===== src/rtl/scs8hd_norbb_pkg.sv =====
// Shared types and helpers for the multi-channel NOR-with-inverted-inputs pipeline.
// Optional hit counters are enabled by defining SCS8HD_NORBB_HITCNT_EN.
package scs8hd_norbb_pkg;

  typedef enum logic [1:0] {
    OCC_EMPTY = 2'd0,
    OCC_ONE   = 2'd1,
    OCC_FULL  = 2'd2
  } occ_e;

  // Channel operands are zero-extended to this width before evaluation.
  localparam int unsigned EVAL_MAX_W = 32;

  // Widest counter whose all-ones saturation value the helper below can produce.
  localparam int unsigned SAT_MAX_W = 32;

  // All-ones value of a w-bit counter, i.e. its saturation point (w <= SAT_MAX_W).
  function automatic logic [SAT_MAX_W-1:0] sat_value(input int unsigned w);
    logic [SAT_MAX_W-1:0] v;
    v = {SAT_MAX_W{1'b0}};
    for (int unsigned i = 0; i < SAT_MAX_W; i++) begin
      if (i < w) begin
        v[i] = 1'b1;
      end else begin
        v[i] = 1'b0;
      end
    end
    return v;
  endfunction

  // One channel: NOR of the first na bits of a, AND of the first nb bits of bn.
  function automatic logic norbb_eval(input logic [EVAL_MAX_W-1:0] a,
                                      input logic [EVAL_MAX_W-1:0] bn,
                                      input int unsigned na,
                                      input int unsigned nb);
    logic a_any;
    logic bn_all;
    a_any  = 1'b0;
    bn_all = 1'b1;
    for (int unsigned i = 0; i < EVAL_MAX_W; i++) begin
      if (i < na) begin
        a_any = a_any | a[i];
      end else begin
        a_any = a_any;
      end
      if (i < nb) begin
        bn_all = bn_all & bn[i];
      end else begin
        bn_all = bn_all;
      end
    end
    return ~a_any & bn_all;
  endfunction

endpackage


===== src/rtl/scs8hd_norbb_skid.sv =====
// Generic 2-entry in-order valid/ready skid buffer with registered in_ready/out_valid.
// The head register is cleared when the buffer drains, so out_data is 0 while empty.
module scs8hd_norbb_skid
  import scs8hd_norbb_pkg::*;
#(
  parameter int unsigned W = 4
) (
  input  logic         clk,
  input  logic         rst,
  input  logic         in_valid,
  output logic         in_ready,
  input  logic [W-1:0] in_data,
  output logic         out_valid,
  input  logic         out_ready,
  output logic [W-1:0] out_data
);

  occ_e         state_r, next_state_s;
  logic [W-1:0] head_r, next_head_s;
  logic [W-1:0] tail_r, next_tail_s;
  logic         in_ready_r;
  logic         out_valid_r;
  logic         push_s;
  logic         pop_s;

  assign push_s    = in_valid & in_ready_r;
  assign pop_s     = out_valid_r & out_ready;
  assign in_ready  = in_ready_r;
  assign out_valid = out_valid_r;
  assign out_data  = head_r;

  // Occupancy next-state and storage steering.
  always_comb begin
    next_state_s = state_r;
    next_head_s  = head_r;
    next_tail_s  = tail_r;
    case (state_r)
      OCC_EMPTY: begin
        if (push_s) begin
          next_head_s  = in_data;
          next_state_s = OCC_ONE;
        end else begin
          next_state_s = OCC_EMPTY;
        end
      end
      OCC_ONE: begin
        if (push_s && pop_s) begin
          next_head_s = in_data;
        end else if (push_s) begin
          next_tail_s  = in_data;
          next_state_s = OCC_FULL;
        end else if (pop_s) begin
          next_head_s  = {W{1'b0}};
          next_state_s = OCC_EMPTY;
        end else begin
          next_state_s = OCC_ONE;
        end
      end
      OCC_FULL: begin
        if (pop_s) begin
          next_head_s  = tail_r;
          next_tail_s  = {W{1'b0}};
          next_state_s = OCC_ONE;
        end else begin
          next_state_s = OCC_FULL;
        end
      end
      default: begin
        next_head_s  = {W{1'b0}};
        next_tail_s  = {W{1'b0}};
        next_state_s = OCC_EMPTY;
      end
    endcase
  end

  // State, storage and handshake flags; flags are derived from the next occupancy.
  always_ff @(posedge clk or posedge rst) begin
    if (rst) begin
      state_r     <= OCC_EMPTY;
      head_r      <= {W{1'b0}};
      tail_r      <= {W{1'b0}};
      in_ready_r  <= 1'b0;
      out_valid_r <= 1'b0;
    end else begin
      state_r     <= next_state_s;
      head_r      <= next_head_s;
      tail_r      <= next_tail_s;
      in_ready_r  <= (next_state_s != OCC_FULL);
      out_valid_r <= (next_state_s != OCC_EMPTY);
    end
  end

endmodule


===== src/rtl/scs8hd_norbb_pipe.sv =====
// CH-channel Y = ~|A & (&BN) evaluated on push and held in a 2-entry skid buffer.
// Define SCS8HD_NORBB_HITCNT_EN to add per-channel saturating hit counters.
module scs8hd_norbb_pipe
  import scs8hd_norbb_pkg::*;
#(
  parameter int unsigned CH    = 4,
  parameter int unsigned NA    = 2,
  parameter int unsigned NB    = 2,
  parameter int unsigned CNT_W = 8
) (
  input  logic                CLK,
  input  logic                RESET,
  input  logic                IN_VALID,
  output logic                IN_READY,
  input  logic [CH*NA-1:0]    A,
  input  logic [CH*NB-1:0]    BN,
  output logic                OUT_VALID,
  input  logic                OUT_READY,
  output logic [CH-1:0]       Y,
  output logic                ANY_Y,
  input  logic                CNT_CLR,
  output logic [CH*CNT_W-1:0] HIT_CNT
);

  logic [CH-1:0] y_eval_s;
  logic [CH-1:0] head_s;

  // Per-channel evaluation of the incoming sample.
  always_comb begin
    logic [EVAL_MAX_W-1:0] a_ext;
    logic [EVAL_MAX_W-1:0] bn_ext;
    y_eval_s = {CH{1'b0}};
    for (int unsigned c = 0; c < CH; c++) begin
      a_ext            = {EVAL_MAX_W{1'b0}};
      bn_ext           = {EVAL_MAX_W{1'b0}};
      a_ext[NA-1:0]    = A[c*NA +: NA];
      bn_ext[NB-1:0]   = BN[c*NB +: NB];
      y_eval_s[c]      = norbb_eval(a_ext, bn_ext, NA, NB);
    end
  end

  scs8hd_norbb_skid #(.W(CH)) u_skid (
    .clk       (CLK),
    .rst       (RESET),
    .in_valid  (IN_VALID),
    .in_ready  (IN_READY),
    .in_data   (y_eval_s),
    .out_valid (OUT_VALID),
    .out_ready (OUT_READY),
    .out_data  (head_s)
  );

  assign Y     = head_s;
  assign ANY_Y = |head_s;

`ifdef SCS8HD_NORBB_HITCNT_EN
  localparam logic [SAT_MAX_W-1:0] CNT_SAT_FULL = sat_value(CNT_W);
  localparam logic [CNT_W-1:0]     CNT_SAT      = CNT_SAT_FULL[CNT_W-1:0];
  localparam logic [CNT_W-1:0]     CNT_ONE      = CNT_W'(1'b1);

  logic          pop_s;
  logic [CNT_W-1:0] cnt_r [CH];

  assign pop_s = OUT_VALID & OUT_READY;

  // Saturating hit counters; clear wins over a same-edge increment.
  always_ff @(posedge CLK or posedge RESET) begin
    if (RESET) begin
      for (int unsigned c = 0; c < CH; c++) begin
        cnt_r[c] <= {CNT_W{1'b0}};
      end
    end else begin
      for (int unsigned c = 0; c < CH; c++) begin
        if (CNT_CLR) begin
          cnt_r[c] <= {CNT_W{1'b0}};
        end else if (pop_s && head_s[c] && (cnt_r[c] != CNT_SAT)) begin
          cnt_r[c] <= cnt_r[c] + CNT_ONE;
        end else begin
          cnt_r[c] <= cnt_r[c];
        end
      end
    end
  end

  // Flatten counters onto the output bus.
  always_comb begin
    HIT_CNT = {(CH*CNT_W){1'b0}};
    for (int unsigned c = 0; c < CH; c++) begin
      HIT_CNT[c*CNT_W +: CNT_W] = cnt_r[c];
    end
  end
`else
  logic unused_cnt_clr_s;

  assign unused_cnt_clr_s = CNT_CLR;
  assign HIT_CNT          = {(CH*CNT_W){1'b0}};
`endif

endmodule


===== config.mk =====
export PLATFORM = sky130hd
export DESIGN_NAME = scs8hd_norbb_pipe
export DESIGN_NICKNAME = d
export VERILOG_FILES = /design/src/rtl/scs8hd_norbb_pkg.sv /design/src/rtl/scs8hd_norbb_skid.sv /design/src/rtl/scs8hd_norbb_pipe.sv
export SDC_FILE = /design/constraint.sdc
export NUM_CORES = 1
export LEC_CHECK = 0
export BUFFER_PORTS_ARGS = -buffer_cell sky130_fd_sc_hd__buf_4
export CAP_MARGIN = 25
export CORE_UTILIZATION = 40
export DETAILED_ROUTE_END_ITERATION = 7
export HOLD_SLACK_MARGIN = 0.12
export PLACE_DENSITY = 0.85
export SYNTH_ARGS = -nofsm -noshare
export SYNTH_HDL_FRONTEND = slang
export SYNTH_SLANG_ARGS = --single-unit
export TNS_END_PERCENT = 20

===== constraint.sdc =====
create_clock -name CLK -period 1.6 [get_ports CLK]
set_input_delay 0.24 -clock CLK [delete_from_list [all_inputs] [get_ports CLK]]
set_output_delay 0.24 -clock CLK [all_outputs]
set_load 0.02 [all_outputs]

# ---- Word level (Yosys, flattened, before mapping)
# Cells that the tools add are included.
dict set report totals {
  reg_bits 12
  latchBits 0
  mem_bits_rw 0
  rom_bits 0
  inputBits 21
  out_inout_bits 39
  word_cells 53
  mem_count 0
}
dict set report classes {
  add_sub_neg 0
  mul 0
  div_mod_pow 0
  n_lt_le_gt_ge 0
  n_eq_ne 9
  shift 0
  n_mux 14
  bitwise_logic 19
  reduce_logical 6
}
# op n
set op_table {}
lappend op_table {{2-to-1 mux 4 bit} 6}
lappend op_table {{case mux 4 bit (3 select lines)} 2}
lappend op_table {{AND 1 bit} 10}
lappend op_table {{AND reduction 4 bit} 2}
lappend op_table {{2-to-1 mux 2 bit} 3}
lappend op_table {{!= test 2 x 1 -> 1 bit (second input constant)} 3}
lappend op_table {{case mux 2 bit (3 select lines)} 1}
lappend op_table {{inverter 1 bit} 5}
lappend op_table {{!= test 2 bit (second input constant)} 2}
lappend op_table {{bitwise OR 1 bit} 4}
lappend op_table {{OR reduction 4 bit} 1}
lappend op_table {{!= test 3 x 1 -> 1 bit (second input constant)} 1}
lappend op_table {{!= test 3 bit (second input constant)} 1}
lappend op_table {{== test 2 x 1 -> 1 bit (second input constant)} 1}
lappend op_table {{== test 2 bit (second input constant)} 1}
lappend op_table {{logical NOT 2 bit} 1}
lappend op_table {{2-to-1 mux 1 bit} 2}
lappend op_table {{nonzero test 2 bit} 1}
lappend op_table {{logical AND 1 bit} 1}

# ---- Depth between registers and ports, before layout
dict set report logic_depth {
  ltp_word 6
  depth_mapped 4
  depth_no_buf 4
}

# ---- Modules after synthesis
# From an unflattened synthesis, not the netlist that was laid out.
dict set report unflattened {
  cells_unflattened 101
  hier_area_um2 932.1
}
# module n_inst cells_each area_per_inst_um2 seq_area_each_um2
set by_module_without_submodules {}
lappend by_module_without_submodules {scs8hd_norbb_skid 1 63 640.6 300.3}
lappend by_module_without_submodules {scs8hd_norbb_pipe 1 38 291.5 0.0}

# ---- Worst setup path before layout
# Ideal clock, no wire load.
dict set report synth_timing {
  path_type {register to register}
  startpoint {register u_skid.out_valid_r, in the netlist u_skid.out_valid}
  endpoint {register u_skid.tail_r[0]}
  setup_ns 0.125
  arrival_ns 1.294
  required_time_ns 1.475
  path_slack_ns 0.181
  path_stages_with_launch 5
  n_path_buf 0
  synth_period_minus_slack_ns 1.419
  cell_sequence {dfrtp_1 nand2_1 nand3_1 a21oi_2 mux2_2}
}
dict set report synth_between {
  elab_chain_len 4
}
# element line
set synth_lines {}
lappend synth_lines {{start, declared} scs8hd_norbb_skid.sv:22} ;# logic out_valid_r;
lappend synth_lines {{start signal, assigned} scs8hd_norbb_skid.sv:89} ;# out_valid_r <= (next_state_s != OCC_EMPTY);
lappend synth_lines {{AND 1 bit (*)} scs8hd_norbb_skid.sv:27} ;# assign pop_s = out_valid_r & out_ready;
lappend synth_lines {{logical AND 1 bit} scs8hd_norbb_skid.sv:47} ;# if (push_s && pop_s) begin
lappend synth_lines {{!= test 2 bit (no source line)} n/a}
lappend synth_lines {{AND reduction 4 bit (no source line) (*)} n/a}
lappend synth_lines {{end signal, assigned} scs8hd_norbb_skid.sv:81} ;# tail_r <= {W{1'b0}};
lappend synth_lines {{end signal, assigned} scs8hd_norbb_skid.sv:87} ;# tail_r <= next_tail_s;
lappend synth_lines {{end, declared} scs8hd_norbb_skid.sv:20} ;# logic [W-1:0] tail_r, next_tail_s;
# Every way passes the cells marked *; elsewhere a longest branch is shown, timed or not.
# A chain may end at the register's enable or synchronous reset.

# ---- Final worst setup path
dict set report layout_timing {
  startpoint {register u_skid.head_r[1], in the netlist u_skid.out_data[1]}
  endpoint {output ANY_Y}
}
dict set report layout_between {
  elab_chain_len 1
}
# element line
set layout_lines {}
lappend layout_lines {{start, declared} scs8hd_norbb_skid.sv:19} ;# logic [W-1:0] head_r, next_head_s;
lappend layout_lines {{start signal, assigned} scs8hd_norbb_skid.sv:80} ;# head_r <= {W{1'b0}};
lappend layout_lines {{start signal, assigned} scs8hd_norbb_skid.sv:86} ;# head_r <= next_head_s;
lappend layout_lines {{OR reduction 4 bit} scs8hd_norbb_pipe.sv:54} ;# assign ANY_Y = |head_s;
lappend layout_lines {{end, declared} scs8hd_norbb_pipe.sv:20} ;# output logic ANY_Y,
# No other way between the ends.

==> flow_summary_export.csv <==
group,metric,value,unit
route,firstDrtPassIters,4,
global_route,grt_util_all_layers,15.6,%
final_layout,multi_input_area,420,µm²
route,wl_per_cell,10.1,µm
route,via_per_inst,4.62,
cts,cts_root_buffer,"clkbuf_4",
setup_path,worstPathCellList,"or4_4 > buf_6",
min_path,hp-class,"in -> reg",
global_route,grt_pass1_vias,591,
floorplanning,core_area,0.00198,mm²
synthesis,synthFlopType,"dfrtp_1",
synthesis,yosys_register_bits,12,
final_layout,antennaDiodeCount,0,
setup_path,cp_max_fo,2,
synthesis,netlist_area,852,µm²
pwr,intPower,0.962,mW
sta,slew_violations,0,
floorplanning,rows,16,
final_layout,fillers,189,
pwr,p_leak,0.532,nW
setup_path,cp_slowest_cell,"or4_4",
sta,worst_slack,11.9,ps
route,route.detailed.drc,0,
setup_path,critPathBufInv,1,
synthesis,yosysUniqueCellTypes,23,
route,antenna_left,0,
setup_path,arrival,1350,ps
cts,path_clk_slew,70,ps
place,io_buffers,26,
synthesis,ys_warn_count,0,
global_route,grt_max_degree,13,
final_layout,layout-drive-gt1-share,31.5,%
pwr,clockPowerShare,14.2,%
route,vias,711,
pwr,p_switching,0.774,mW
final_layout,seq_area,300,µm²
sta,fin_crit_sh,99.3,%
synthesis,synth_edf_count,0,
place,post-place-ws,164,ps
place,dp_hpwl,1230,µm
cts,numCtsBuffers,3,
route,drt-total-wl,1560,µm
sta,setup_viol,0,
sta,fin_skew,4.42,ps
sta,hold_ws,286,ps
cts,htreeDepth,1,
synthesis,async_flop_share,100,%
setup_path,crit_type,"reg -> out",
global_route,grt-ovfl-total,0,
floorplanning,io-pin-count,60,
cts,worstSkewPairLatency,280,ps
synthesis,syn_inst,95,
synthesis,ys_seq_area_share,35.2,%
sta,min_period,1590,ps
sta,rsz0062_at_grt,"yes",
global_route,grt_pass1_wl,2440,µm
floorplanning,die_y,48.2,µm
route,first_iter_violations,21,
place,gp_congestion,0.827,
floorplanning,die_area,0.00232,mm²
sta,tns,0,ps
synthesis,syn_avg_cell_area,8.97,µm²
pwr,power_frac_seq,31.5,%
outcome,status,"complete, no violations",
pwr,ir_worst_vdd,1.07,mV
setup_path,cp-start-kind,"flip-flop",
setup_path,critPathMaxStageDelay,540,ps
sta,hold_viol,0,
final_layout,post-route-util,51.8,%
cts,cts_tree,"yes",
setup_path,cp_top_family,"simple AND/OR/NAND/NOR gates",
pwr,combPwrFrac,54.3,%
setup_path,cp.required,1360,ps
pwr,power_density,1690,mW/mm²
sta,fmax,630,MHz
job,max_cap_violations,0,
floorplanning,start_util,43.0,%
cts,clock_path_buffers,2,
final_layout,layout.nets,149,
global_route,antenna_found_initial,0,
cts,cts_sinks,12,
setup_path,cp-end-kind,"output port",
final_layout,syn_to_final_growth,20.4,%
floorplanning,die_w,48.2,µm
pwr,switching_share,44.6,%
-- cells in the final DEF, fill, tap and decap left out --
cell           count
nand3_1            1
o21ai_0            1
xor2_1             1
clkbuf_8           1
inv_1              3
nor2_1             7
conb_1            32
buf_6              1
xnor2_1            1
buf_4             27
nand2b_1           1
nand2_1            6
dlygate4sd3_1      1
nor4_1             4
nand4_1            1
a21oi_1            6
nor3_1             4
a22oi_1            4
or2b_1             1
or4_4              1
dfrtp_1           12
clkbuf_4           3
a21oi_2            1
a32o_1             1
a22oi_2            1
mux2_2             4
a21boi_2           1
-- timing repair --
item | 4_1_cts | 5_1_grt
cloned | 0 | 0
hold buffers | 1 | 0
setup endpoints to repair | 1 | 1
endpoints found under the hold margin | 12 | 0
buffers inserted | 2 | 0
pin swaps | 0 | 1
gates resized for setup | 2 | 0
-- layout make-up --
class                   instances  share of cell area [%]
multi-input cells              79                    41.0
flip-flops and latches         12                    29.3
repair buffers                 29                    21.8
clock buffers                   4                    3.54
well taps                      27                    3.29
inverters                       3                    1.10
-- cells in the mapped netlist (3+ instances only) --
| library cell | n | area share, % |
|---|---|---|
| buf_4 | 32 | 28 |
| dfrtp_1 | 12 | 35 |
| nor2_1 | 7 | 3.1 |
| a21oi_1 | 6 | 3.5 |
| nand2_1 | 6 | 2.6 |
| a22oi_1 | 4 | 3.5 |
| mux2_2 | 4 | 5.3 |
| nor3_1 | 4 | 2.3 |
| nor4_1 | 4 | 2.9 |
| inv_1 | 3 | 1.3 |
-- power by group through the flow --
stage / Clock (mW) / Combinational, mW / Sequential [mW]
floorplan: 0 / 0.577 / 0.618
global placement: 0 / 0.842 / 0.541
detailed placement: 0 / 0.873 / 0.550
CTS: 0.252 / 0.941 / 0.540
global route: 0.271 / 1.05 / 0.557
finish: 0.247 / 0.942 / 0.547
-- flip-flops by register name, indices dropped and copies added, names as in the netlist --
signal            count
u_skid.tail_r         4
u_skid.out_data       4
u_skid.in_ready       1
u_skid.out_valid      1
u_skid.state_r        2
-- metrics by stage --
| step | instances | power [mW] | cell area (µm²) |
|---|---|---|---|
| after floorplan | 126 | 1.19 | 968 |
| after CTS | 154 | 1.73 | 1030 |
| after global routing | 154 | 1.88 | 1030 |
| after detailed placement | 147 | 1.42 | 957 |
| after global placement | 147 | 1.38 | 957 |
| final | 154 | 1.74 | 1030 |
-- layer usage --
metal	vias up	GRT usage, %	share of wire, %
met4	0	11.7	2.2
li1	332	-	-
met1	321	17.7	37
met3	4	1.11	6.4
met2	54	27.2	54
met5	-	0	0
-- final timing paths --
check,start,end,slack [ps],cells past startpoint
worst max-delay path,u_skid.out_data[1],ANY_Y,10,2
worst min-delay path,OUT_READY,u_skid.state_r[0],290,2
worst max register to register,u_skid.out_valid,u_skid.tail_r[0],140,4
worst min register to register,u_skid.tail_r[1],u_skid.tail_r[1],520,1
max in group asynchronous,RESET,u_skid.out_data[1],770,3
min in group asynchronous,RESET,u_skid.tail_r[2],520,3
-- cell families (layout without fill, tap and decap cells) --
group           Yosys count  in the layout  share of synthesized area [%]
buf+inv                  35             36                           29.5
simple gates             26             26                           14.8
compound gates           15             15                           12.6
flops                    12             12                           35.2
mux                       4              4                           5.29
xor+xnor                  2              2                           2.06
other cells               1             32                          0.440
-- worst reg2reg max path: stages (launching register included) --
cell,delay (ps)
dfrtp_1,440
nand2_1,150
nand3_1,130
a21oi_2,270
mux2_2,370
Power figures use the tool's default switching activity.
